## config.mk

```make
export PLATFORM = sky130hd
export DESIGN_NAME = iterative_divider
export DESIGN_NICKNAME = d
export VERILOG_FILES = /design/src/rtl/iterative_divider.sv
export SDC_FILE = /design/constraint.sdc
export NUM_CORES = 1
export LEC_CHECK = 0
export ABC_CLOCK_PERIOD_IN_PS = 4300
export BUFFER_PORTS_ARGS = -buffer_cell sky130_fd_sc_hd__buf_2
export CORE_MARGIN = 5
export CORE_UTILIZATION = 37
export DETAILED_ROUTE_END_ITERATION = 10
export GPL_TIMING_DRIVEN = 0
export PLACE_DENSITY = 0.55
export SYNTH_ARGS = -nofsm -noshare
export SYNTH_HDL_FRONTEND = slang
export SYNTH_SLANG_ARGS = --single-unit
```

## constraint.sdc

```tcl
create_clock -name clk -period 4.3 [get_ports clk]
set_input_delay 0 -clock clk [delete_from_list [all_inputs] [get_ports clk]]
set_output_delay 0 -clock clk [all_outputs]
set_load 0.005 [all_outputs]
```

## src/rtl/iterative_divider.sv

```systemverilog
// Radix-2 restoring divider: one trial subtract and one quotient bit per cycle, MSB first.
// Supports unsigned and two's-complement operands with a start/done handshake.
module iterative_divider #(
  parameter int N = 32
) (
  input  logic         clk,
  input  logic         reset,
  input  logic         start,
  input  logic         is_signed,
  input  logic [N-1:0] dividend,
  input  logic [N-1:0] divisor,
  output logic         busy,
  output logic         done,
  output logic [N-1:0] quotient,
  output logic [N-1:0] remainder,
  output logic         div_by_zero
);

  localparam int CW = $clog2(N);

  typedef enum logic [1:0] {
    IDLE   = 2'd0,
    RUN    = 2'd1,
    FINISH = 2'd2
  } state_t;

  state_t         state_q, state_d;
  logic [N-1:0]   p_q, p_d;
  logic [N-1:0]   q_q, q_d;
  logic [N-1:0]   dvsr_q, dvsr_d;
  logic [N-1:0]   raw_dvd_q, raw_dvd_d;
  logic [CW-1:0]  count_q, count_d;
  logic           q_neg_q, q_neg_d;
  logic           r_neg_q, r_neg_d;
  logic           div0_q, div0_d;
  logic           busy_q, busy_d;
  logic           done_q, done_d;
  logic [N-1:0]   quotient_q, quotient_d;
  logic [N-1:0]   remainder_q, remainder_d;
  logic           div_by_zero_q, div_by_zero_d;

  logic           dvd_neg_s, dvs_neg_s;
  logic [N-1:0]   dvd_mag_s, dvs_mag_s;
  logic [N:0]     sh_p_s, trial_s;
  logic           divisor_zero_s;

  assign divisor_zero_s = (divisor == {N{1'b0}});

  // state register
  always_ff @(posedge clk) begin
    if (reset) begin
      state_q <= IDLE;
    end else begin
      state_q <= state_d;
    end
  end

  // next-state logic
  always_comb begin
    state_d = state_q;
    case (state_q)
      IDLE: begin
        if (start) begin
          state_d = divisor_zero_s ? FINISH : RUN;
        end else begin
          state_d = IDLE;
        end
      end
      RUN: begin
        if (count_q == {CW{1'b0}}) begin
          state_d = FINISH;
        end else begin
          state_d = RUN;
        end
      end
      FINISH:  state_d = IDLE;
      default: state_d = IDLE;
    endcase
  end

  // operand magnitudes and the N+1-bit trial subtract (keeps the borrow)
  always_comb begin
    dvd_neg_s = is_signed & dividend[N-1];
    dvs_neg_s = is_signed & divisor[N-1];
    dvd_mag_s = dvd_neg_s ? (-dividend) : dividend;
    dvs_mag_s = dvs_neg_s ? (-divisor) : divisor;
    sh_p_s    = {p_q, q_q[N-1]};
    trial_s   = sh_p_s - {1'b0, dvsr_q};
  end

  // datapath and registered-output next values
  always_comb begin
    p_d           = p_q;
    q_d           = q_q;
    dvsr_d        = dvsr_q;
    raw_dvd_d     = raw_dvd_q;
    count_d       = count_q;
    q_neg_d       = q_neg_q;
    r_neg_d       = r_neg_q;
    div0_d        = div0_q;
    busy_d        = busy_q;
    done_d        = 1'b0;
    quotient_d    = quotient_q;
    remainder_d   = remainder_q;
    div_by_zero_d = div_by_zero_q;
    case (state_q)
      IDLE: begin
        if (start) begin
          p_d       = {N{1'b0}};
          q_d       = dvd_mag_s;
          dvsr_d    = dvs_mag_s;
          raw_dvd_d = dividend;
          count_d   = CW'(N - 1);
          q_neg_d   = dvd_neg_s ^ dvs_neg_s;
          r_neg_d   = dvd_neg_s;
          div0_d    = divisor_zero_s;
          busy_d    = 1'b1;
        end else begin
          busy_d    = 1'b0;
        end
      end
      RUN: begin
        if (!trial_s[N]) begin
          p_d = trial_s[N-1:0];
          q_d = {q_q[N-2:0], 1'b1};
        end else begin
          p_d = sh_p_s[N-1:0];
          q_d = {q_q[N-2:0], 1'b0};
        end
        count_d = count_q - CW'(1);
      end
      FINISH: begin
        busy_d = 1'b0;
        done_d = 1'b1;
        if (div0_q) begin
          quotient_d    = {N{1'b0}};
          remainder_d   = raw_dvd_q;
          div_by_zero_d = 1'b1;
        end else begin
          quotient_d    = q_neg_q ? (-q_q) : q_q;
          remainder_d   = r_neg_q ? (-p_q) : p_q;
          div_by_zero_d = 1'b0;
        end
      end
      default: begin
        busy_d = 1'b0;
      end
    endcase
  end

  // datapath and output registers
  always_ff @(posedge clk) begin
    if (reset) begin
      p_q           <= {N{1'b0}};
      q_q           <= {N{1'b0}};
      dvsr_q        <= {N{1'b0}};
      raw_dvd_q     <= {N{1'b0}};
      count_q       <= {CW{1'b0}};
      q_neg_q       <= 1'b0;
      r_neg_q       <= 1'b0;
      div0_q        <= 1'b0;
      busy_q        <= 1'b0;
      done_q        <= 1'b0;
      quotient_q    <= {N{1'b0}};
      remainder_q   <= {N{1'b0}};
      div_by_zero_q <= 1'b0;
    end else begin
      p_q           <= p_d;
      q_q           <= q_d;
      dvsr_q        <= dvsr_d;
      raw_dvd_q     <= raw_dvd_d;
      count_q       <= count_d;
      q_neg_q       <= q_neg_d;
      r_neg_q       <= r_neg_d;
      div0_q        <= div0_d;
      busy_q        <= busy_d;
      done_q        <= done_d;
      quotient_q    <= quotient_d;
      remainder_q   <= remainder_d;
      div_by_zero_q <= div_by_zero_d;
    end
  end

  assign busy        = busy_q;
  assign done        = done_q;
  assign quotient    = quotient_q;
  assign remainder   = remainder_q;
  assign div_by_zero = div_by_zero_q;

endmodule

```

Word-level counts from Yosys, hierarchy flattened
Cells that the tools add are included.

operators by class
  multiplexer cells = 22
  bitwise logic cells = 3
  reduce and logical (&&, ||, !) cells = 6
  $add $sub $neg = 6
  equality and inequality tests = 3

operator list
  operator                                                                count
  32-bit 2-to-1 mux                                                       9
  32-bit negation                                                         4
  32-bit case mux with 2 select lines                                     2
  33-bit by 32-bit subtractor with 33-bit output                          1
  32-bit logical NOT                                                      1
  5-bit case mux with 2 select lines                                      1
  2-bit 2-to-1 mux                                                        3
  5-bit logical NOT                                                       1
  5-bit 2-to-1 mux                                                        1
  5-bit by 1-bit subtractor with 5-bit output (second input constant)     1
  1-bit 2-to-1 mux                                                        4
  2-bit case mux with 2 select lines                                      1
  2-bit AND reduction                                                     2
  1-bit bitwise AND                                                       2
  2-bit by 1-bit equality test with 1-bit output (second input constant)  1
  2-bit equality test (second input constant)                             1
  2-bit logical NOT                                                       1
  2-bit != test (second input constant)                                   1
  1-bit case mux with 2 select lines                                      1
  2-bit nonzero test                                                      1
  1-bit XOR                                                               1

word-level totals
  output and inout port bits = 67
  input port bits = 68
  register bits = 205

Depth between registers and ports, before layout
  depth after elaboration = 4
  depth in mapped cells = 14
  depth with buffers taken out = 13

Worst setup path before layout
No wires, ideal clock.

  path type = register to register
  start = reg q_q[31]
  end = reg p_q[4]
  library setup time = 0.129 ns
  data arrival time = 3.070 ns
  required time = 4.171 ns
  path slack = 1.101 ns
  cell stages (with the launch flop) = 15
  period minus slack after synthesis = 3.199 ns
  cell sequence = dfxtp_1 -> inv_1 -> ha_1 -> fa_1 -> nor2b_1 -> o31ai_1 -> a211oi_1 -> o21bai_1 -> a31oi_1 -> a2111oi_0 -> a211oi_2 -> clkbuf_1 -> nor2_1 -> a21oi_1 -> o21ai_0

between the ends
  word-level cells in the longest chain between the ends = 3

RTL lines
  item                                            RTL line  text
  start: declaration                              29        logic [N-1:0] q_q, q_d;
  start signal: assignment                        155       q_q <= {N{1'b0}};
  start signal: assignment                        169       q_q <= q_d;
  33-bit by 32-bit subtractor with 33-bit output  88        trial_s = sh_p_s - {1'b0, dvsr_q};
  32-bit 2-to-1 mux                               123       if (!trial_s[N]) begin
  32-bit case mux with 2 select lines             106       case (state_q)
  end signal: assignment                          154       p_q <= {N{1'b0}};
  end signal: assignment                          168       p_q <= p_d;
  end: declaration                                28        logic [N-1:0] p_q, p_d;

Every way passes these cells.
A chain may end at the register's enable or synchronous reset.

Worst setup path after layout
  start = reg q_q[31]
  end = reg p_q[21]

Same word-level chain as after synthesis.

==> results.toml <==
[floorplanning]
die_x_um = 188.9
ioPinCount = 135
num_rows = 65
fp.dieArea_um2 = 35690
core-area_um2 = 31560
die_y_um = 188.9
initial_core_util_pct = 37.54

[cts]
cts-root-buf = "clkbuf_16"
clkLatencyLatePin_ns = 0.53
htreeDepth = 1
cts.clk_slew.worst_paths_ns = 0.06
cts_buffer_depth = 3
cts_tree = "done"
cts_buffers = 25
clock-sinks = 205

[routing]
detailroute.via_count = 11850
first_pass_iters = 7
vias_per_cell = 5.340
wl_um = 39580
ant_nets = 0
drtIter0Drc = 724
drc = 0
wl_per_cell_um = 17.84

[run]
cap_violations = 0

[worst_hold_path]
holdPathStages = 5
hold_end = "remainder[31]"
hold_path.class = "input pin to register"
hold_start = "reset"

[power]
p_leak_nw = 5.821
vdd_ir_drop_max_mv = 0.3169
powerDensity_nw_per_um2 = 371.9

[global_routing]
grt_pass1_wl_um = 61330
antenna_found_initial = 0
track_usage_pct = 21.23
overflow = 0
first_global_vias = 11280
grt_max_degree = 13

[synth]
synth_area_leaders = "dfxtp_1 35%, nand2_1 8.9%, a21oi_1 7.1%, xor2_1 5.8%, xnor2_1 4.8%"
async_flop_share_pct = 0
synth_edf_count = 0
yosysWarnings = 0
yosys.area.top_type_share_pct = 34.65
synth.distinct_cells = 66
synth_seq_cells = 205
syn_nets = 1666
yosys.area.top_type = "dfxtp_1"
syn_area_um2 = 11850
syn_inst = 1560
avgSynthCellArea_um2 = 7.593
synth_flop_cell = "dfxtp_1"
ys_seq_area_share_pct = 34.65

[final_layout]
drive_above_1_share_pct = 10.90
utilization_pct = 46.35
ff_latch_area_um2 = 4104
syn_to_final_growth_pct = 23.48
multi_input_area_um2 = 7187
num-fill-cells = 3221
diodes = 0
nets = 1906
fin_area_um2 = 14630

[setup_path]
path_delay_family = "compound AO/OA/AOI/OAI gates"
max_stage_delay_ns = 0.42
r2r_start = "q_q[31]"
critPathSlowestCell = "clkbuf_1"
critPathBufInv = 3
r2r_end = "p_q[21]"
end_kind = "register"
ff2ff_setup_slack_ns = 0.35
cp_cell_sequence = "inv_1, ha_1, fa_1, nor2b_1, o31ai_1, a211oi_1, o21bai_1, a31oi_2, a2111oi_0, a211oi_2, buf_4, clkbuf_1, nor2_1, a21oi_1, o21ai_0"
cp_max_fo = 10
worstPathRequired_ns = 4.70
critPathLaunchType = "register"
reg2reg_depth = 15
cp.arrival_ns = 4.35
setup.worst_path.class = "register to register"

[timing]
worst_slew_pin_slew_ns = 0.8892
min_period_over_period_pct = 91.93
fmax_mhz = 253.0
final_hold_viol_count = 0
setup_violations = 0
skew_ns = 0.008714
grt_setup_unrepaired = "false"
relSlewSlack_pct = 40.72
slew_violations = 0
post-route-min-period_ns = 3.953
fin_setup_tns_ns = 0

[place]
place.gp.congestion = 0.9145
io_buffers = 134
dp_hpwl_um = 31120
placed_cell_area_um2 = 13020

[status]
status = "finished, final reports clean"
[worst max path at each step]
stage	startpoint	end	slack, ns	depth (start not counted)
after floorplan	q_q[31]	p_q[4]	1.10	14
final	q_q[31]	p_q[21]	0.35	15
after global placement	q_q[31]	p_q[18]	-0.29	14
after CTS	q_q[31]	p_q[21]	0.11	15
after detailed placement	q_q[31]	p_q[21]	-0.34	14
after global routing	q_q[31]	p_q[1]	0.02	16
[cell usage after synthesis, types with 3 or more instances]
master	n
a211o_1	3
a211oi_1	30
a21o_1	19
a21oi_1	167
a221oi_1	3
a22o_1	3
a22oi_1	47
a311oi_1	4
a31oi_1	14
a32oi_1	3
and2_1	7
and3_1	9
buf_1	3
clkbuf_1	89
dfxtp_1	205
ha_1	37
inv_1	56
mux2i_1	6
nand2_1	281
nand2b_1	12
nand3_1	15
nand4_1	6
nor2_1	118
nor2b_1	11
nor3_1	24
nor3b_1	4
nor4_1	11
o211ai_1	3
o21ai_0	103
o21ai_1	6
o22ai_1	9
o31ai_1	30
o41ai_1	16
or3_1	15
or4_1	11
xnor2_1	65
xor2_1	79
[cell type report]
class,count,area share [%]
plain buffers,93,2.395
clock buffers,34,5.056
clock inverters,10,0.5560
inverters,56,1.437
multi-input cells,1206,49.14
flip-flops and latches,205,28.06
well taps,402,3.439
repair buffers,213,9.923
[cells in the final DEF, fill, tap and decap left out, types with 24 or more instances in the layout]
cell and count:
a211oi_1 30, a21oi_1 167, a22oi_1 47, buf_2 135, clkbuf_1 90, clkbuf_16 25, dfxtp_1 205, dlygate4sd3_1 75
ha_1 37, inv_1 56, nand2_1 281, nor2_1 118, nor3_1 24, o21ai_0 103, o31ai_1 30, xnor2_1 65
xor2_1 79
[routing by layer]
metal  wire length (µm)  up-vias  global-route usage [%]
met5                  0        -                       0
met4                855        0                   5.101
met3               2007       45                   2.784
met2              18560      279                   36.41
met1              18160     5545                   28.48
li1                   -     5981                       -
[flip-flops by register name (all words and copies together) (netlist names)]
signal	flops
dvsr_q	32
p_q	32
q_q	32
quotient	32
raw_dvd_q	32
remainder	32
count_q	5
state_q	2
busy	1
div0_q	1
div_by_zero	1
done	1
q_neg_q	1
r_neg_q	1
[worst min-delay path: stages]
cell and delay [ns]:
buf_2 0.11, clkbuf_1 0.34, nor3_1 0.14, nand2_1 0.08, nand3_1 0.06
[where the power goes]
| part | leakage, nW | switching, mW | internal [mW] |
|---|---|---|---|
| logic | 3.74 | 0.739 | 0.475 |
| clock network | 0.413 | 0.857 | 1.26 |
| registers | 1.67 | 0.108 | 2.00 |
[per-stage QoR]
stage | worst slack (ns) | total power [mW] | cells | hold slack, ns
2_1_floorplan | 1.101 | 2.930 | 1560 | 0.1360
3_3_place_gp | -0.2935 | 3.286 | 2096 | 0.2937
3_5_place_dp | -0.3411 | 3.293 | 2096 | 0.2972
4_1_cts | 0.1070 | 5.465 | 2219 | 0.2200
5_1_grt | 0.02150 | 5.698 | 2219 | 0.2727
6_report | 0.3470 | 5.440 | 2219 | 0.2554
[cells by family (layout without fill, tap and decap cells)]
| kind of cell | count (synthesis) | in the layout | synth area share [%] |
|---|---|---|---|
| AO/OA/AOI/OAI | 480 | 480 | 25.21 |
| XOR/XNOR | 144 | 144 | 10.65 |
| adder cells (fa/ha/maj) | 38 | 38 | 4.077 |
| buffers and inverters | 149 | 406 | 4.732 |
| flip-flops | 205 | 205 | 34.65 |
| multiplexers | 6 | 6 | 0.5070 |
| AND/OR/NAND/NOR | 538 | 538 | 20.18 |
[timing repair]
action,in CTS,in global routing
setup buffers,4,0
hold buffers,75,0
setup endpoints to repair,27,27
endpoints found under the hold margin,97,0
pin swaps,1,0
gates resized for setup,0,1
Note: power is estimated with default switching activity, not from simulation.
